[src/rtl/address_decoder_prog_if.sv]
// Bus-cycle and window-configuration signals for the PET address decoder.
// The slave side is the decoder; the master side is the bus sequencer / CPU glue.
interface address_decoder_prog_if #(
    parameter int ADDR_WIDTH  = 17,
    parameter int NUM_WINDOWS = 4,
    parameter int WAIT_WIDTH  = 3,
    parameter int IDX_W       = 2
);
    logic                   strobe;
    logic [ADDR_WIDTH-1:0]  addr;
    logic                   rw_b;
    logic                   cfg_we;
    logic [IDX_W-1:0]       cfg_sel;
    logic [ADDR_WIDTH-1:0]  cfg_base;
    logic [ADDR_WIDTH-1:0]  cfg_mask;
    logic [4:0]             cfg_attr;
    logic [WAIT_WIDTH-1:0]  cfg_wait;
    logic                   ram_enable;
    logic                   pia1_enable;
    logic                   pia2_enable;
    logic                   via_enable;
    logic                   crtc_enable;
    logic                   io_enable;
    logic                   ext_enable;
    logic                   mirror_enable;
    logic                   write_enable;
    logic [NUM_WINDOWS-1:0] window_hit;
    logic                   busy;
    logic                   ready;

    modport master (
        output strobe, addr, rw_b, cfg_we, cfg_sel, cfg_base, cfg_mask, cfg_attr, cfg_wait,
        input  ram_enable, pia1_enable, pia2_enable, via_enable, crtc_enable, io_enable,
               ext_enable, mirror_enable, write_enable, window_hit, busy, ready
    );

    modport slave (
        input  strobe, addr, rw_b, cfg_we, cfg_sel, cfg_base, cfg_mask, cfg_attr, cfg_wait,
        output ram_enable, pia1_enable, pia2_enable, via_enable, crtc_enable, io_enable,
               ext_enable, mirror_enable, write_enable, window_hit, busy, ready
    );
endinterface

[src/rtl/address_decoder_prog.sv]
// Registered PET memory-map decoder with programmable override windows and
// per-region wait-state sequencing (IDLE -> WAIT -> DONE, one-cycle ready).
module address_decoder_prog #(
    parameter int ADDR_WIDTH  = 17,
    parameter int NUM_WINDOWS = 4,
    parameter int WAIT_WIDTH  = 3,
    parameter int IO_WAIT     = 2,
    parameter int IDX_W       = 2
) (
    input  logic                 clk,
    input  logic                 reset_b,
    address_decoder_prog_if.slave bus
);
    typedef enum logic [1:0] {S_IDLE, S_WAIT, S_DONE} state_t;

    logic [NUM_WINDOWS-1:0] win_match;
    logic [3:0]             win_attr [NUM_WINDOWS];
    logic [WAIT_WIDTH-1:0]  win_wait [NUM_WINDOWS];
    logic                   cfg_sel_ok;

    assign cfg_sel_ok = ({1'b0, bus.cfg_sel} < (IDX_W+1)'(NUM_WINDOWS));

    // attr storage keeps {ram, permit_write, mirror, ext}; valid lives in its own reset flop
    genvar gi;
    generate
        for (gi = 0; gi < NUM_WINDOWS; gi++) begin : g_win
            logic                  valid_reg;
            logic [ADDR_WIDTH-1:0] base_reg;
            logic [ADDR_WIDTH-1:0] mask_reg;
            logic [3:0]            attr_reg;
            logic [WAIT_WIDTH-1:0] wait_reg;
            logic                  wr_en;

            assign wr_en = bus.cfg_we && cfg_sel_ok && (bus.cfg_sel == IDX_W'(gi));

            always_ff @(posedge clk or negedge reset_b) begin
                if (!reset_b)
                    valid_reg <= 1'b0;
                else if (wr_en)
                    valid_reg <= bus.cfg_attr[4];
            end

            always_ff @(posedge clk) begin
                if (wr_en) begin
                    base_reg <= bus.cfg_base;
                    mask_reg <= bus.cfg_mask;
                    attr_reg <= bus.cfg_attr[3:0];
                    wait_reg <= bus.cfg_wait;
                end
            end

            assign win_match[gi] = valid_reg && ((bus.addr & mask_reg) == (base_reg & mask_reg));
            assign win_attr[gi]  = attr_reg;
            assign win_wait[gi]  = wait_reg;
        end
    endgenerate

    logic                   dec_ram, dec_wr, dec_mirror, dec_ext;
    logic                   dec_pia1, dec_pia2, dec_via, dec_crtc;
    logic [WAIT_WIDTH-1:0]  dec_wait;
    logic [NUM_WINDOWS-1:0] dec_hit;

    always_comb begin
        dec_ram    = 1'b0;
        dec_wr     = 1'b0;
        dec_mirror = 1'b0;
        dec_ext    = 1'b0;
        dec_pia1   = 1'b0;
        dec_pia2   = 1'b0;
        dec_via    = 1'b0;
        dec_crtc   = 1'b0;
        dec_wait   = '0;
        dec_hit    = '0;
        if (|win_match) begin
            // isolate the lowest set bit: that window wins
            dec_hit = win_match & (~win_match + NUM_WINDOWS'(1));
            for (int i = NUM_WINDOWS - 1; i >= 0; i--) begin
                if (win_match[i]) begin
                    dec_ram    = win_attr[i][3];
                    dec_wr     = win_attr[i][2];
                    dec_mirror = win_attr[i][1];
                    dec_ext    = win_attr[i][0];
                    dec_wait   = win_wait[i];
                end
            end
        end else if (|bus.addr[ADDR_WIDTH-1:16]) begin
            dec_ram = 1'b1;
        end else if (!bus.addr[15]) begin
            dec_ram = 1'b1;
            dec_wr  = 1'b1;
        end else if (bus.addr[15:12] == 4'h8) begin
            dec_ram    = 1'b1;
            dec_wr     = 1'b1;
            dec_mirror = 1'b1;
        end else if (bus.addr[15:8] == 8'hE8) begin
            dec_wr   = 1'b1;
            dec_wait = WAIT_WIDTH'(IO_WAIT);
            case (bus.addr[7:4])
                4'h0: begin
                    dec_ram  = 1'b1;
                    dec_wait = '0;
                end
                4'h1:                   dec_pia1 = 1'b1;
                4'h2, 4'h3:             dec_pia2 = 1'b1;
                4'h4, 4'h5, 4'h6, 4'h7: dec_via  = 1'b1;
                default:                dec_crtc = 1'b1;
            endcase
        end else begin
            dec_ram = 1'b1;
        end
    end

    state_t                 state_reg;
    logic [WAIT_WIDTH-1:0]  cnt_reg;
    logic                   ram_reg, pia1_reg, pia2_reg, via_reg, crtc_reg;
    logic                   io_reg, ext_reg, mirror_reg, we_reg, busy_reg, ready_reg;
    logic [NUM_WINDOWS-1:0] hit_reg;

    always_ff @(posedge clk or negedge reset_b) begin
        if (!reset_b) begin
            state_reg  <= S_IDLE;
            cnt_reg    <= '0;
            ram_reg    <= 1'b0;
            pia1_reg   <= 1'b0;
            pia2_reg   <= 1'b0;
            via_reg    <= 1'b0;
            crtc_reg   <= 1'b0;
            io_reg     <= 1'b0;
            ext_reg    <= 1'b0;
            mirror_reg <= 1'b0;
            we_reg     <= 1'b0;
            hit_reg    <= '0;
            busy_reg   <= 1'b0;
            ready_reg  <= 1'b0;
        end else begin
            case (state_reg)
                S_IDLE: begin
                    if (bus.strobe) begin
                        ram_reg    <= dec_ram;
                        pia1_reg   <= dec_pia1;
                        pia2_reg   <= dec_pia2;
                        via_reg    <= dec_via;
                        crtc_reg   <= dec_crtc;
                        io_reg     <= dec_pia1 | dec_pia2 | dec_via | dec_crtc;
                        ext_reg    <= dec_ext;
                        mirror_reg <= dec_mirror;
                        we_reg     <= dec_wr & ~bus.rw_b;
                        hit_reg    <= dec_hit;
                        busy_reg   <= 1'b1;
                        if (dec_wait != '0) begin
                            state_reg <= S_WAIT;
                            cnt_reg   <= dec_wait - WAIT_WIDTH'(1);
                        end else begin
                            state_reg <= S_DONE;
                            ready_reg <= 1'b1;
                        end
                    end
                end
                S_WAIT: begin
                    if (cnt_reg == '0) begin
                        state_reg <= S_DONE;
                        ready_reg <= 1'b1;
                    end else begin
                        cnt_reg <= cnt_reg - WAIT_WIDTH'(1);
                    end
                end
                S_DONE: begin
                    state_reg  <= S_IDLE;
                    ram_reg    <= 1'b0;
                    pia1_reg   <= 1'b0;
                    pia2_reg   <= 1'b0;
                    via_reg    <= 1'b0;
                    crtc_reg   <= 1'b0;
                    io_reg     <= 1'b0;
                    ext_reg    <= 1'b0;
                    mirror_reg <= 1'b0;
                    we_reg     <= 1'b0;
                    hit_reg    <= '0;
                    busy_reg   <= 1'b0;
                    ready_reg  <= 1'b0;
                end
                default: state_reg <= S_IDLE;
            endcase
        end
    end

    assign bus.ram_enable    = ram_reg;
    assign bus.pia1_enable   = pia1_reg;
    assign bus.pia2_enable   = pia2_reg;
    assign bus.via_enable    = via_reg;
    assign bus.crtc_enable   = crtc_reg;
    assign bus.io_enable     = io_reg;
    assign bus.ext_enable    = ext_reg;
    assign bus.mirror_enable = mirror_reg;
    assign bus.write_enable  = we_reg;
    assign bus.window_hit    = hit_reg;
    assign bus.busy          = busy_reg;
    assign bus.ready         = ready_reg;
endmodule

[src/flat_wrapper.sv]
// flat-port wrapper written by rule: the top's interface ports become plain ports
module address_decoder_prog_flat 
#(
    parameter int ADDR_WIDTH  = 17,
    parameter int NUM_WINDOWS = 4,
    parameter int WAIT_WIDTH  = 3,
    parameter int IO_WAIT     = 2,
    parameter int IDX_W       = 2
)
  (clk, reset_b, bus_strobe, bus_addr, bus_rw_b, bus_cfg_we, bus_cfg_sel, bus_cfg_base, bus_cfg_mask, bus_cfg_attr, bus_cfg_wait, bus_ram_enable, bus_pia1_enable, bus_pia2_enable, bus_via_enable, bus_crtc_enable, bus_io_enable, bus_ext_enable, bus_mirror_enable, bus_write_enable, bus_window_hit, bus_busy, bus_ready);
  address_decoder_prog_if #(.ADDR_WIDTH(ADDR_WIDTH), .NUM_WINDOWS(NUM_WINDOWS), .WAIT_WIDTH(WAIT_WIDTH), .IDX_W(IDX_W)) bus_i ();
  input  logic clk;
  input  logic reset_b;
  input wire logic [$bits(bus_i.strobe)-1:0] bus_strobe;
  input wire logic [$bits(bus_i.addr)-1:0] bus_addr;
  input wire logic [$bits(bus_i.rw_b)-1:0] bus_rw_b;
  input wire logic [$bits(bus_i.cfg_we)-1:0] bus_cfg_we;
  input wire logic [$bits(bus_i.cfg_sel)-1:0] bus_cfg_sel;
  input wire logic [$bits(bus_i.cfg_base)-1:0] bus_cfg_base;
  input wire logic [$bits(bus_i.cfg_mask)-1:0] bus_cfg_mask;
  input wire logic [$bits(bus_i.cfg_attr)-1:0] bus_cfg_attr;
  input wire logic [$bits(bus_i.cfg_wait)-1:0] bus_cfg_wait;
  output wire logic [$bits(bus_i.ram_enable)-1:0] bus_ram_enable;
  output wire logic [$bits(bus_i.pia1_enable)-1:0] bus_pia1_enable;
  output wire logic [$bits(bus_i.pia2_enable)-1:0] bus_pia2_enable;
  output wire logic [$bits(bus_i.via_enable)-1:0] bus_via_enable;
  output wire logic [$bits(bus_i.crtc_enable)-1:0] bus_crtc_enable;
  output wire logic [$bits(bus_i.io_enable)-1:0] bus_io_enable;
  output wire logic [$bits(bus_i.ext_enable)-1:0] bus_ext_enable;
  output wire logic [$bits(bus_i.mirror_enable)-1:0] bus_mirror_enable;
  output wire logic [$bits(bus_i.write_enable)-1:0] bus_write_enable;
  output wire logic [$bits(bus_i.window_hit)-1:0] bus_window_hit;
  output wire logic [$bits(bus_i.busy)-1:0] bus_busy;
  output wire logic [$bits(bus_i.ready)-1:0] bus_ready;
  assign bus_i.strobe = bus_strobe;
  assign bus_i.addr = bus_addr;
  assign bus_i.rw_b = bus_rw_b;
  assign bus_i.cfg_we = bus_cfg_we;
  assign bus_i.cfg_sel = bus_cfg_sel;
  assign bus_i.cfg_base = bus_cfg_base;
  assign bus_i.cfg_mask = bus_cfg_mask;
  assign bus_i.cfg_attr = bus_cfg_attr;
  assign bus_i.cfg_wait = bus_cfg_wait;
  assign bus_ram_enable = bus_i.ram_enable;
  assign bus_pia1_enable = bus_i.pia1_enable;
  assign bus_pia2_enable = bus_i.pia2_enable;
  assign bus_via_enable = bus_i.via_enable;
  assign bus_crtc_enable = bus_i.crtc_enable;
  assign bus_io_enable = bus_i.io_enable;
  assign bus_ext_enable = bus_i.ext_enable;
  assign bus_mirror_enable = bus_i.mirror_enable;
  assign bus_write_enable = bus_i.write_enable;
  assign bus_window_hit = bus_i.window_hit;
  assign bus_busy = bus_i.busy;
  assign bus_ready = bus_i.ready;
  address_decoder_prog #(.ADDR_WIDTH(ADDR_WIDTH), .NUM_WINDOWS(NUM_WINDOWS), .WAIT_WIDTH(WAIT_WIDTH), .IO_WAIT(IO_WAIT), .IDX_W(IDX_W)) u_core (.clk(clk), .reset_b(reset_b), .bus(bus_i));
endmodule
[config.mk]
export PLATFORM = sky130hd
export DESIGN_NAME = address_decoder_prog_flat
export DESIGN_NICKNAME = d
export VERILOG_FILES = /design/src/rtl/address_decoder_prog_if.sv /design/src/rtl/address_decoder_prog.sv /design/src/flat_wrapper.sv
export SDC_FILE = /design/constraint.sdc
export NUM_CORES = 1
export LEC_CHECK = 0
export CAP_MARGIN = 10
export CORE_MARGIN = 3
export CORE_UTILIZATION = 38
export CTS_CLUSTER_DIAMETER = 150
export DETAILED_ROUTE_END_ITERATION = 7
export PLACE_DENSITY = 0.66
export SETUP_SLACK_MARGIN = 0.3
export SYNTH_ARGS = -nofsm -noshare
export SYNTH_HDL_FRONTEND = slang
export SYNTH_SLANG_ARGS = --single-unit
[constraint.sdc]
create_clock -name clk -period 4.7 [get_ports clk]
set_clock_uncertainty 0.15 [all_clocks]
set_input_delay 0.94 -clock clk [delete_from_list [all_inputs] [get_ports clk]]
set_output_delay 0.94 -clock clk [all_outputs]
set_load 0.02 [all_outputs]
## Word-level counts from Yosys, hierarchy flattened

Index checks and enable logic that the tools add are counted.

- Word-level logic and storage cells: 200
- Register bits: 188

- Reductions and logical operators: 24
- $add $sub $neg: 3
- Bitwise operators: 15
- Multiplexer cells: 101
- Eq/ne operators: 23

Operators by type and width:

| kind | count |
|---|---|
| $and A17 B17 Y17 | 8 |
| $mux W1 | 69 |
| $eq A17 B17 Y1 | 4 |
| $mux W3 | 12 |
| $pmux W1 S2 | 10 |
| $eq A4 B3 Y1 const B | 4 |
| $eq A4 B2 Y1 const B | 2 |
| $eq A8 B8 Y1 const B | 1 |
| $logic_and A1 B1 Y1 | 8 |
| $mux W2 | 4 |
| $mux W4 | 2 |
| $pmux W4 S2 | 1 |
| $reduce_and A4 Y1 | 2 |
| $reduce_or A4 Y1 | 2 |
| $reduce_or A8 Y1 | 1 |
| $eq A2 B2 Y1 const B | 3 |
| $ne A2 B2 Y1 const B | 3 |
| $pmux W3 S2 | 1 |
| $reduce_bool A3 Y1 | 2 |
| $sub A3 B1 Y3 const B | 2 |
| $add A4 B1 Y4 const B | 1 |
| $and A4 B4 Y4 | 1 |
| $eq A2 B1 Y1 const B | 2 |
| $eq A4 B1 Y1 const B | 1 |
| 14 further kinds | 20 |

## Depth between registers and ports, before layout

- Depth in word-level cells: 13
- Gate-level depth with buffers: 15

## Worst setup path after synthesis

Ideal clock, no wire load.

- Path kind: input to register
- From: in bus_cfg_sel[1]
- To: reg u_core.g_win[0].valid_reg
- Slack: -0.148 ns
- Library setup time: 0.080 ns
- Stages: 2
- Arrival: 4.618 ns
- Cells stage by stage: nor3b_1 -> mux2_2

- Longest elaborated chain between the ends: 2

Ends and longest elaborated chain:

| item | RTL line | source |
|---|---|---|
| start: declaration | flat_wrapper.sv:18 | `input wire logic [$bits(bus_i.cfg_sel)-1:0] bus_cfg_sel;` |
| $logic_not A2 Y1 | address_decoder_prog.sv:34 | `assign wr_en = bus.cfg_we && cfg_sel_ok && (bus.cfg_sel == IDX_W'(gi));` |
| $logic_and A1 B1 Y1 | address_decoder_prog.sv:34 |  |
| end signal: assignment | address_decoder_prog.sv:40 | `valid_reg <= bus.cfg_attr[4];` |
| end: declaration | address_decoder_prog.sv:27 | `logic valid_reg;` |

Every way passes these cells.
A chain may end at the register's enable or synchronous reset.

## Final worst setup path

- From: in bus_addr[8]
- To: reg u_core.cnt_reg[2]

- Longest elaborated chain between the ends: 12

Ends and longest elaborated chain:

| item | RTL line | source |
|---|---|---|
| start: declaration | flat_wrapper.sv:15 | `input wire logic [$bits(bus_i.addr)-1:0] bus_addr;` |
| $and A17 B17 Y17 | address_decoder_prog.sv:52 | `assign win_match[gi] = valid_reg && ((bus.addr & mask_reg) == (base_reg & mask_reg));` |
| $eq A17 B17 Y1 | address_decoder_prog.sv:52 |  |
| $logic_and A1 B1 Y1 | address_decoder_prog.sv:52 |  |
| $mux W3 (4 in series) | address_decoder_prog.sv:78 | `if (win_match[i]) begin` |
| $mux W3 (*) | address_decoder_prog.sv:74 | `if (\|win_match) begin` |
| $sub A3 B1 Y3 | address_decoder_prog.sv:152 | `cnt_reg <= dec_wait - WAIT_WIDTH'(1);` |
| $mux W3 | address_decoder_prog.sv:150 | `if (dec_wait != '0) begin` |
| $mux W3 | address_decoder_prog.sv:138 | `if (bus.strobe) begin` |
| $pmux W3 S2 | address_decoder_prog.sv:136 | `case (state_reg)` |
| end signal: assignment | address_decoder_prog.sv:152 |  |
| end signal: assignment | address_decoder_prog.sv:164 | `cnt_reg <= cnt_reg - WAIT_WIDTH'(1);` |
| end: declaration | address_decoder_prog.sv:114 | `logic [WAIT_WIDTH-1:0] cnt_reg;` |

Every way passes the cells marked *; elsewhere a longest branch is shown, timed or not. The select of a mux whose other input is x is not followed.

==> flow_summary.json <==
{
  "synth_top_cell_area_share": 0.668,
  "synth_most_common_cell": "edfxtp_1",
  "die_y_um": 145,
  "dp_hpwl_mm": 12.1,
  "hold_slack_ns": 0.330,
  "hold_buffers": 0,
  "maxCapViolCount": 0,
  "core_area_um2": 18900,
  "rsz0062_at_grt": "false",
  "drive_gt1_frac": 0.120,
  "cts_tree": "built",
  "final_cell_area_um2": 9160,
  "synth_fp_nets": 515,
  "timing_worst_setup_path_type": "input port to register",
  "status": "finished, final reports clean",
  "ir_drop_mv": 0.274,
  "antenna_found_initial": 0,
  "finalHoldViolations": 0,
  "ys_top_cells_by_count": "edfxtp_1 (164), xor2_1 (68), a22oi_1 (33)",
  "worst_setup_path_start_kind": "input port",
  "final_cells": 827,
  "wl_mm": 16.5,
  "yosysUniqueCellTypes": 49,
  "cp-end-kind": "register",
  "first_pass_iters": 4,
  "finalSetupTns_ns": 0,
  "fin_ws_ns": 0.560,
  "hold_path_class": "register to register",
  "clk_path_buf_depth": 2,
  "postPlaceCellArea_um2": 8610,
  "synth_seq_area_share": 0.749,
  "grt_pass1_vias": 4348,
  "fmax_mhz": 242,
  "clock_latency_ns": 0.43,
  "synthFlopType": "edfxtp_1",
  "yosys.area.top_type": "edfxtp_1",
  "p_per_area_nw_per_um2": 396,
  "place_congestion": 0.809,
  "r2r_end": "u_core.cnt_reg[2]",
  "cts_num_sinks": 188,
  "cp.arrival_ns": 4.30,
  "r2r_setup_slack_ns": 1.43,
  "tightest_slew_ns": 0.807,
  "vias_per_cell": 5.06,
  "ant_nets": 0,
  "syn_to_final_growth_pct": 24.2,
  "synth_cells": 448,
  "die_w_um": 145,
  "clk_pin_slew_ns": 0.06,
  "dp_slack_ns": 0.125,
  "slew_violations": 0,
  "relSlewSlack": 0.460,
  "required_ns": 4.86,
  "async_flop_share": 0.128,
  "min_period_over_period": 0.881,
  "wl_per_cell_um": 19.9,
  "dieArea_um2": 21100,
  "vias": 4185,
  "cts_resized": 0,
  "reg2reg_from": "u_core.g_win[3].base_reg[9]",
  "grt_pass1_wl_mm": 25.2,
  "cts_made_buffers": 17,
  "syn-cell-area_um2": 7370,
  "synth_seq_cells": 188,
  "hold_depth": 2,
  "post-place-cells": 794,
  "holdPathEnd": "u_core.bus.ext_enable",
  "synth-edff-count": 164,
  "syn_avg_cell_area_um2": 16.5,
  "io_pins": 81,
  "start_util": 0.390,
  "gr-total-overflow": 0,
  "post_cts_buffers": 0,
  "synth.area.top_cells": "edfxtp_1 (67%), dfrtp_1 (8.1%), xor2_1 (8.1%), a22oi_1 (3.4%), nand2_1 (1.3%)",
  "track_usage": 0.158,
  "io_buffers": 80,
  "p_leak_nw": 3.19,
  "setup_viol": 0,
  "grt_max_degree": 29,
  "num-nets-final": 621,
  "diodes": 0,
  "rr_worst_depth": 10,
  "cts_root_buf": "clkbuf_16",
  "num_rows": 50,
  "drc": 0,
  "htree_levels": 4,
  "critPathMaxFanout": 5,
  "yosys_warnings": 0,
  "drtIter0Drc": 346,
  "fin_crit_ns": 4.14,
  "hold_start": "u_core.bus.ext_enable"
}
[critical path, cell delays in order]
cell and delay (ns):
clkdlybuf4s50_1 0.59, or4_1 0.64, or3b_2 0.51, o311ai_0 0.35
a21o_1 0.19, mux2i_1 0.07, ha_1 0.23, or4_1 0.52
o221a_1 0.25
[per-stage QoR]
| step | power [mW] | util |
|---|---|---|
| after floorplan | 2.18 | - |
| after global placement | 2.35 | 0.456 |
| after detailed placement | 2.37 | 0.456 |
| after CTS | 3.65 | 0.484 |
| after global routing | 3.76 | 0.485 |
| final | 3.63 | 0.485 |
[kinds of logic (layout without fill, tap and decap cells)]
kind of cell,count (synthesis),count (layout),synth area share
adder cells (fa/ha/maj),1,1,0.00170
AND/OR/NAND/NOR,80,80,0.0606
flip-flops,188,188,0.749
XOR/XNOR,68,68,0.0808
AO/OA/AOI/OAI,76,76,0.0774
buffers and inverters,28,147,0.0199
multiplexers,7,7,0.0104
[layout make-up]
cell class / instances / area, um2
clock buffers: 18 / 429
clock inverters: 14 / 103
fillers: 1614 / 9740
inverters: 10 / 37.5
multi-input cells: 232 / 1730
flip-flops and latches: 188 / 5530
well taps: 260 / 325
repair buffers: 105 / 1010
[how the worst max path moves through the flow]
stage                             from                 to  slack (ns)  cells after the start
after detailed placement   bus_addr[8]  u_core.cnt_reg[2]        0.12                      9
after CTS                 bus_addr[15]  u_core.cnt_reg[2]        0.57                     12
final                      bus_addr[8]  u_core.cnt_reg[2]        0.56                      9
after global routing      bus_addr[15]  u_core.cnt_reg[2]        0.39                     13
after floorplan           bus_addr[12]  u_core.cnt_reg[2]        0.78                     10
after global placement     bus_addr[8]  u_core.cnt_reg[2]        0.23                      9
[layout by cell type (no fill, tap or decap), types with 2 or more instances in the layout]
cell type          n
edfxtp_1         164
clkdlybuf4s50_1   80
xor2_1            68
a22oi_1           33
nand2_1           25
dfrtp_1           24
buf_4             23
clkbuf_16         17
inv_1             10
a21oi_1            9
nor2_1             9
nand4_1            8
nor3_1             6
o21ai_0            6
a32o_1             6
clkinv_1           6
nor4_1             5
mux2_2             5
a211oi_1           4
or4_1              3
a22o_1             3
nand3_1            3
clkinvlp_4         3
nor3_2             2
and2_1             2
nor2_4             2
mux2i_1            2
a221oi_1           2
a311oi_1           2
o31ai_1            2
nand2b_1           2
[routing by layer]
metal  up-vias  global-route usage  routed length, um
met2       128               0.254               7950
met1      2099               0.218               7450
met4         0              0.0480                252
met5         -                   0                  0
li1       1932                   -                  -
met3        26              0.0350                811
[power by group]
part | switching, mW | leakage [nW] | internal [mW]
sequential | 0.0517 | 1.81 | 1.93
combinational | 0.198 | 1.13 | 0.156
clock | 0.575 | 0.247 | 0.717
total | 0.825 | 3.19 | 2.80
No activity file was read; power rests on OpenSTA's default activity.
